### src/rtl/pivot_row_fetch.sv
// Pivot row fetch: reads the pivot element of one tableau row, then streams the
// whole row over AXI-Stream through a small FIFO with read-issue credit control.
module pivot_row_fetch #(
    parameter int unsigned DATAW      = 32,
    parameter int unsigned ADDRW      = 32,
    parameter int unsigned RD_LAT     = 2,
    parameter int unsigned FIFO_DEPTH = 4
) (
    input  logic             clk,
    input  logic             reset,
    input  logic             start,
    input  logic [15:0]      pivot_row_idx,
    input  logic [15:0]      pivot_col_idx,
    input  logic [15:0]      num_cols,
    output logic             ren,
    output logic [ADDRW-1:0] raddr,
    input  logic [DATAW-1:0] rdata,
    output logic [DATAW-1:0] factor_out,
    output logic             factor_valid,
    output logic [DATAW-1:0] M_AXIS_PIVOTROW_TDATA,
    output logic             M_AXIS_PIVOTROW_TVALID,
    input  logic             M_AXIS_PIVOTROW_TREADY,
    output logic             M_AXIS_PIVOTROW_TLAST,
    output logic             busy,
    output logic             done,
    output logic             error
);

    localparam int unsigned PW = (FIFO_DEPTH > 1) ? $clog2(FIFO_DEPTH) : 1;
    localparam int unsigned CW = $clog2(FIFO_DEPTH + 1);

    typedef enum logic [1:0] {StIdle, StFactor, StStream} state_e;

    state_e            state_q, state_d;
    logic [15:0]       col_q, ncols_q, rd_cnt_q;
    logic [ADDRW-1:0]  base_q;
    logic              issued_q, rej_q;
    logic [RD_LAT-1:0] vld_sr_q, last_sr_q;
    logic [DATAW-1:0]  factor_q;
    logic              factor_valid_q;

    logic [DATAW-1:0]      fifo_data_q [FIFO_DEPTH];
    logic [FIFO_DEPTH-1:0] fifo_last_q;
    logic [PW-1:0]         wr_ptr_q, rd_ptr_q;
    logic [CW-1:0]         cnt_q;

    logic        bad_req, accept, reject;
    logic        fac_issue, str_issue, issue, issue_last;
    logic        arrive, fac_cap, push, pop, tvalid_int, last_pop;
    logic [31:0] inflight;

    always_comb begin
        inflight = '0;
        for (int i = 0; i < int'(RD_LAT); i++) begin
            inflight = inflight + 32'(vld_sr_q[i]);
        end
    end

    assign bad_req = (num_cols == 16'd0) || (pivot_col_idx >= num_cols);
    assign accept  = (state_q == StIdle) && start && !bad_req;
    assign reject  = (state_q == StIdle) && start && bad_req;

    assign fac_issue = (state_q == StFactor) && !issued_q;
    // Credit check: every outstanding read must already own a FIFO slot.
    assign str_issue = (state_q == StStream) && (rd_cnt_q < ncols_q) &&
                       ((inflight + 32'(cnt_q)) < FIFO_DEPTH);
    assign issue      = fac_issue || str_issue;
    assign issue_last = str_issue && (rd_cnt_q == ncols_q - 16'd1);

    assign arrive     = vld_sr_q[RD_LAT-1];
    assign fac_cap    = arrive && (state_q == StFactor);
    assign push       = arrive && (state_q == StStream);
    assign tvalid_int = (cnt_q != '0);
    assign pop        = tvalid_int && M_AXIS_PIVOTROW_TREADY;
    assign last_pop   = pop && fifo_last_q[rd_ptr_q];

    always_comb begin
        state_d = state_q;
        unique case (state_q)
            StIdle:   if (accept)   state_d = StFactor;
            StFactor: if (fac_cap)  state_d = StStream;
            StStream: if (last_pop) state_d = StIdle;
            default:                state_d = StIdle;
        endcase
    end

    always_ff @(posedge clk) begin
        if (reset) begin
            state_q        <= StIdle;
            col_q          <= '0;
            ncols_q        <= '0;
            base_q         <= '0;
            rd_cnt_q       <= '0;
            issued_q       <= 1'b0;
            rej_q          <= 1'b0;
            vld_sr_q       <= '0;
            last_sr_q      <= '0;
            factor_q       <= '0;
            factor_valid_q <= 1'b0;
            fifo_last_q    <= '0;
            wr_ptr_q       <= '0;
            rd_ptr_q       <= '0;
            cnt_q          <= '0;
        end else begin
            state_q <= state_d;
            rej_q   <= reject;
            if (accept) begin
                col_q          <= pivot_col_idx;
                ncols_q        <= num_cols;
                base_q         <= ADDRW'(32'(pivot_row_idx) * 32'(num_cols));
                rd_cnt_q       <= '0;
                issued_q       <= 1'b0;
                factor_valid_q <= 1'b0;
            end
            if (fac_issue) issued_q <= 1'b1;
            if (str_issue) rd_cnt_q <= rd_cnt_q + 16'd1;
            if (fac_cap) begin
                factor_q       <= rdata;
                factor_valid_q <= 1'b1;
            end
            vld_sr_q[0]  <= issue;
            last_sr_q[0] <= issue_last;
            for (int i = 1; i < int'(RD_LAT); i++) begin
                vld_sr_q[i]  <= vld_sr_q[i-1];
                last_sr_q[i] <= last_sr_q[i-1];
            end
            if (push) begin
                fifo_last_q[wr_ptr_q] <= last_sr_q[RD_LAT-1];
                wr_ptr_q <= (wr_ptr_q == PW'(FIFO_DEPTH - 1)) ? '0 : wr_ptr_q + 1'b1;
            end
            if (pop) begin
                rd_ptr_q <= (rd_ptr_q == PW'(FIFO_DEPTH - 1)) ? '0 : rd_ptr_q + 1'b1;
            end
            if (push && !pop) cnt_q <= cnt_q + 1'b1;
            else if (pop && !push) cnt_q <= cnt_q - 1'b1;
        end
    end

    // Payload needs no reset: TDATA is masked whenever the FIFO is empty.
    always_ff @(posedge clk) begin
        if (push) fifo_data_q[wr_ptr_q] <= rdata;
    end

    always_comb begin
        ren   = issue && !reset;
        raddr = '0;
        if (ren) raddr = fac_issue ? base_q + ADDRW'(col_q) : base_q + ADDRW'(rd_cnt_q);
        M_AXIS_PIVOTROW_TVALID = tvalid_int && !reset;
        M_AXIS_PIVOTROW_TDATA  = M_AXIS_PIVOTROW_TVALID ? fifo_data_q[rd_ptr_q] : '0;
        M_AXIS_PIVOTROW_TLAST  = M_AXIS_PIVOTROW_TVALID && fifo_last_q[rd_ptr_q];
        factor_out   = reset ? '0 : factor_q;
        factor_valid = factor_valid_q && !reset;
        busy         = (state_q != StIdle) && !reset;
        done         = !reset && (rej_q || last_pop);
        error        = !reset && rej_q;
    end

endmodule

### config.mk
export PLATFORM = sky130hd
export DESIGN_NAME = pivot_row_fetch
export DESIGN_NICKNAME = d
export VERILOG_FILES = /design/src/rtl/pivot_row_fetch.sv
export SDC_FILE = /design/constraint.sdc
export NUM_CORES = 1
export LEC_CHECK = 0
export BUFFER_PORTS_ARGS = -buffer_cell sky130_fd_sc_hd__buf_2
export CAP_MARGIN = 20
export CELL_PAD_IN_SITES_DETAIL_PLACEMENT = 0
export CELL_PAD_IN_SITES_GLOBAL_PLACEMENT = 2
export CORE_MARGIN = 2
export CORE_UTILIZATION = 42
export DETAILED_ROUTE_END_ITERATION = 8
export PLACE_DENSITY_LB_ADDON = 0.1
export SYNTH_ARGS = -nofsm -noshare
export SYNTH_HDL_FRONTEND = slang
export SYNTH_SLANG_ARGS = --single-unit
### constraint.sdc
create_clock -name clk -period 12.8 [get_ports clk]
set_input_delay 1.28 -clock clk [delete_from_list [all_inputs] [get_ports clk]]
set_output_delay 1.28 -clock clk [all_outputs]
set_load 0.1 [all_outputs]
==> out/metrics.cfg, run 1 <==
[global_route]
grt_first_pass_wirelength_um = 92200
grt_pass1_vias = 16300
grt_antenna_before_repair = 0
overflow = 0
grt_max_degree = 80
grt_usage = 0.223

[clocking]
clkTransAtPathRegs_ps = 60
cts_hold_buf = 0
cts_resized = 0
ctsHtreeMaxLevel = 1
cts_made_buffers = 29
cts_tree = yes
cts.sink_count = 262
clk_path_buf_depth = 3
ctsRootBufferMaster = clkbuf_16
clk_latency_ps = 590
post-cts-setup-buffers = 0

[timing]
fin_tns_setup_ps = 0
tightest_slew_ps = 1030
finalHoldViolations = 0
maxSlewHeadroom = 0.303
rsz0062_at_grt = no
setup_viol = 0
slew_violations = 0
max_freq_mhz = 148
fin_crit_sh = 0.529
fin_skew_ps = 51.5
period_needed_ps = 6770

[floorplanning]
die_h_um = 230
ioPinCount = 187
start_util = 0.426
core_um2 = 50200
dieArea_um2 = 52700
std_cell_rows = 82
die_w_um = 230

[routing]
wl_per_cell_um = 19.2
drc = 0
num_vias = 15900
drt_iter0_drc = 741
vias_per_cell = 5.24
postRouteAntennaNets = 0
dr.pass1.iters = 5
finalWirelength_um = 58500

[synth]
yosys_warnings = 0
ys_types = 73
ys_seq_area_frac = 0.305
yosys.area_share.simple = 0.186
netlist_instances = 2237
muxShareOfSynthArea = 0.0390
synth_top_family_by_area = adder cells
synth_nets = 2678
synth_compound_area_frac = 0.0938
ys_seq_elements = 262
synth_top_flop_cell = dfxtp_1
avgSynthCellArea_um2 = 9.56
synth-edff-count = 128
ys_async_sr_fraction = 0
synth-xor-area-share = 0.0250
syn_area_um2 = 21400
synth-adder-area-share = 0.278

[setup_path]
critPathKind = in2reg
end_kind = flop
critPathLaunch = num_cols[1]
endpoint = base_q[30]$_SDFFE_PP0P_
r2r_start = ncols_q[5]$_SDFFE_PP0P_
worstPathArrival_ps = 7260
crit_path_max_fanout = 19
r2r_slack_ps = 9990
r2r_end = rd_cnt_q[6]$_SDFFE_PP0P_
r2r_cells = 11
worstPathRequired_ps = 13290
startpoint_type = input pin

[layout]
final_common_cell = nand2_1
diodes = 0
layout-drive-gt1-share = 0.125
fillers = 4851
area_delta_synth_final_pct = 11.6
final_cell_mix = 308 x nand2_1, 291 x inv_1, 196 x fa_1, 185 x buf_2, 161 x ha_1
nets = 2791

[placed_design]
io_buffer_count = 186
gp_congestion = 0.823
dpl.hpwl_um = 44200

[power]
vdd_ir_drop_max_mv = 0.299
leakagePower_uw = 0.0106
p_total_uw = 5750
power_density_nw_per_um2 = 241

[run_status]
outcome = finished, final reports clean

[worst_hold_path]
worstHoldPathType = reg2reg

[job]
maxCapViolCount = 0

## per-stage QoR
stage | cell area [um2] | util | setup slack, ps | hold slack, ps | std cells
2_1_floorplan | 21400 | - | 5770 | 414 | 2237
3_3_place_gp | 22800 | 0.455 | 5520 | 441 | 2990
3_5_place_dp | 22800 | 0.455 | 5480 | 446 | 2990
4_1_cts | 23800 | 0.475 | 6050 | 454 | 3044
5_1_grt | 23900 | 0.476 | 5680 | 476 | 3045
6_report | 23900 | 0.476 | 6030 | 454 | 3045
## layout make-up
class | instances | area, um2 | share of cell area
flip-flops and latches | 262 | 6530 | 0.273
multi-input cells | 1565 | 13300 | 0.557
inverters | 291 | 1090 | 0.0458
clock inverters | 17 | 249 | 0.0104
clock buffers | 37 | 796 | 0.0333
well taps | 672 | 841 | 0.0352
repair buffers | 201 | 1070 | 0.0446
## synth_stat cells (9+ instances only)
library cell	count	share of area
nand2_1	308	0.054
clkbuf_1	99	0.017
a31oi_1	10	0.0029
dfxtp_1	134	0.13
fa_1	196	0.18
and3_1	17	0.0050
inv_1	291	0.051
xor2_1	27	0.011
or3_1	20	0.0059
nor2_1	76	0.013
a21o_1	27	0.0095
and2_1	131	0.038
o22a_1	32	0.013
o21ai_0	46	0.011
buf_2	12	0.0028
edfxtp_1	128	0.18
o21ai_1	26	0.0061
nand4_1	14	0.0041
nor2b_1	80	0.023
xnor2_1	34	0.014
nor4_1	11	0.0032
nand3_1	39	0.0091
a21oi_1	117	0.027
ha_1	161	0.094
mux4_2	33	0.035
nor3_1	25	0.0059
mux2i_1	9	0.0042
nand2b_1	16	0.0047
## layer usage
metal	track usage	vias to the layer above	wire length [um]
li1	-	7643	-
met1	0.309	7941	27700
met2	0.370	307	27000
met3	0.0380	52	3000
met4	0.0384	0	821
met5	0	-	0
## power breakdown
part	internal, uW	total [uW]	switching [uW]	leakage (uW)
combinational	1420	3870	2450	0.00787
sequential	930	975	44.9	0.00224
clock	546	904	358	0.000509
total	2900	5750	2860	0.0106
## worst min path at each step
stage                                     start                     endpoint  cells after the start
floorplan               last_sr_q[0]$_SDFF_PP0_      last_sr_q[1]$_SDFF_PP0_                      1
global placement    factor_valid_q$_SDFFE_PP0P_  factor_valid_q$_SDFFE_PP0P_                      2
detailed placement  factor_valid_q$_SDFFE_PP0P_  factor_valid_q$_SDFFE_PP0P_                      2
CTS                 factor_valid_q$_SDFFE_PP0P_  factor_valid_q$_SDFFE_PP0P_                      2
global route        factor_valid_q$_SDFFE_PP0P_  factor_valid_q$_SDFFE_PP0P_                      2
finish              factor_valid_q$_SDFFE_PP0P_  factor_valid_q$_SDFFE_PP0P_                      2
## critical path: stages
cell,delay (ps)
buf_2,370
nand2_1,150
fa_1,520
fa_1,510
fa_1,530
inv_1,60
fa_1,480
fa_1,490
inv_1,50
fa_1,470
inv_1,40
ha_1,420
and4_1,260
a21oi_1,70
a21boi_1,190
o31ai_1,650
a21oi_1,180
or4_1,430
nand4_1,90
## state kept, by name, summed over array words and instances (netlist names), 3 cells and up, named ones only
name         flops
col_q           16
factor_q        32
rd_cnt_q        16
ncols_q         16
base_q          32
fifo_data_q    128
fifo_last_q      4
cnt_q            3
## logic make-up (layout without fill, tap and decap cells)
logic type	after synthesis	count (layout)
AND/OR/NAND/NOR	784	784
AO/OA/AOI/OAI	321	321
buffers and inverters	410	546
XOR/XNOR	61	61
multiplexers	42	42
flip-flops	262	262
adder cells (fa/ha/maj)	357	357
(Power assumes the default switching activity.)
==> run 2: changes to the inputs <==
ABC_AREA = 1   (was unset)
CORE_UTILIZATION = 36   (was 42)
clock period = 6.9 ns   (was 12.8 ns; I/O delays follow)
==> run 2 against run 1 <==
Compared with the run above:
- via count increased by 20%
- largest power group unchanged
- largest cell class unchanged
- core utilization shrank 7.2 points
- power rose by 93%
==> out/metrics.cfg, run 2 <==
[run_status]
outcome = finished, final reports clean

[synth]
synth_most_common_cell = nand2_1
synth_top_flop_cell = dfxtp_1
ys_async_sr_fraction = 0
ys_seq_area_frac = 0.286
yosys-top-cells-area = fa_1 17%, edfxtp_1 17%, dfxtp_1 12%, nand2_1 11%, inv_1 9.2%
avgSynthCellArea_um2 = 7.65
synth_nets = 3421
syn_area_um2 = 22800
ys_types = 45
synth-edff-count = 128
yosysTopAreaCell = fa_1
ys_seq_elements = 262
yosys_warnings = 0
synth_common_cells = 662 x nand2_1, 561 x inv_1, 352 x nor2_1, 196 x fa_1, 190 x a21oi_1
synth.top_cell.area_share = 0.172
netlist_instances = 2980

[worst_hold_path]
worstHoldPathType = in2reg

[global_route]
grt_max_degree = 83
grt_usage = 0.219
grt_pass1_vias = 19800
grt_first_pass_wirelength_um = 112000
overflow = 0
grt_antenna_before_repair = 1

[setup_path]
crit_path_max_fanout = 18
startpoint_type = input pin
end_kind = flop
path_common_cell = fa_1
worstPathRequired_ps = 7380
crit_chain = buf_2 > nand2_1 > fa_1 > fa_1 > fa_1 > fa_1 > inv_1 > fa_1 > inv_1 > fa_1 > inv_1 > ha_1 > nand2_1 > nor2_1 > o21ai_0 > nand3_1 > nand2_1 > nand3_1 > nor2_1 > nor2_1 > nor2_1
slowest_stage = fa_1
critPathMaxStageDelay_ps = 590
worstPathArrival_ps = 6170
critPathKind = in2reg

[layout]
largest_reg_flops = 128
largest-register = fifo_data_q
nets = 3516
largestRegisters = fifo_data_q (128), base_q (32), factor_q (32)
layout-drive-gt1-share = 0.100
final_common_cell = nand2_1
diodes = 0
final_cell_mix = 662 x nand2_1, 560 x inv_1, 351 x nor2_1, 196 x fa_1, 190 x a21oi_1
area_delta_synth_final_pct = 11.3
finish.utilization = 0.404
stdcell_count = 3945

[routing]
vias_per_cell = 4.83
drt_iter0_drc = 815
dr.pass1.iters = 5
drc = 0
wl_per_cell_um = 18.0
postRouteAntennaNets = 0
finalWirelength_um = 71100
num_vias = 19100

[timing]
finalHoldViolations = 0
max_freq_mhz = 176
rsz0062_at_grt = no
hold_slack_ps = 335
setup_viol = 0
tightest_slew_ps = 1070
period_needed_ps = 5690
fin_skew_ps = 37.5
slew_violations = 0
fin_crit_sh = 0.824
maxSlewHeadroom = 0.285
fin_tns_setup_ps = 0

[clocking]
post-cts-setup-buffers = 0
ctsHtreeMaxLevel = 1
clk_path_buf_depth = 3
cts_hold_buf = 0
ctsRootBufferMaster = clkbuf_16
cts_tree = yes
cts_made_buffers = 30
clkTransAtPathRegs_ps = 60
cts_resized = 0
cts.sink_count = 262
clk_latency_ps = 600

[job]
maxCapViolCount = 0

[power]
vdd_ir_drop_max_mv = 0.459
leakagePower_uw = 0.0125
power_density_nw_per_um2 = 438
p_total_uw = 11100

[floorplanning]
start_util = 0.363
std_cell_rows = 92
die_w_um = 256
die_h_um = 256
core_um2 = 62900
dieArea_um2 = 65400
ioPinCount = 187

[placed_design]
io_buffer_count = 186
dp_cells = 3887
dpl.hpwl_um = 54300
gp_congestion = 0.843

run 2: per-stage QoR:
step | worst slack, ps | area [um2]
final | 1210 | 25400
after global routing | 956 | 25400
after CTS | 1270 | 25300
after detailed placement | 650 | 24300
after global placement | 632 | 24300
after floorplan | 1180 | 22800
run 2: worst paths after layout:
check | endpoint | depth (start not counted) | slack, ps | startpoint
hold / removal | fifo_data_q[2][13]$_DFFE_PP_ | 1 | 330 | rdata[13]
setup reg to reg | vld_sr_q[0]$_SDFF_PP0_ | 10 | 4250 | rd_cnt_q[3]$_SDFFE_PP0P_
setup / recovery | base_q[28]$_SDFFE_PP0P_ | 21 | 1210 | num_cols[1]
hold reg to reg | last_sr_q[1]$_SDFF_PP0_ | 2 | 410 | last_sr_q[0]$_SDFF_PP0_
run 2: power by group:
group	total [uW]	internal, uW	switching [uW]	leakage, uW
logic	7640	2450	5190	0.00970
registers	1780	1710	72.5	0.00224
clock network	1700	1050	659	0.000525
run 2: layout make-up:
type	count	area, um2
Sequential cell	262	6530
Tap cell	846	1060
Timing Repair Buffer	204	1090
Multi-Input combinational cell	2010	13500
Fill cell	6648	37500
Clock inverter	14	228
Inverter	567	2130
Clock buffer	42	846
run 2: cell families after synthesis:
kind of cell,after synthesis,share of synthesized area
AND/OR/NAND/NOR,1217,0.218
buffers and inverters,708,0.122
AO/OA/AOI/OAI,374,0.0897
adder cells (fa/ha/maj),357,0.260
flip-flops,262,0.286
XOR/XNOR,62,0.0238
run 2: worst max-delay path, delay by kind of cell:
kind	cells	cell delay, ps
adder cells (fa/ha/maj)	7	3540
buffers and inverters	4	560
AND/OR/NAND/NOR	9	1200
AO/OA/AOI/OAI	1	180
run 2: per-layer routing:
metal / wire length, um / vias to the layer above / GRT usage
met2: 36400 / 337 / 0.413
met4: 3040 / 0 / 0.0874
met3: 2020 / 122 / 0.0183
li1: - / 9398 / -
met5: 0 / - / 0
met1: 29700 / 9211 / 0.256
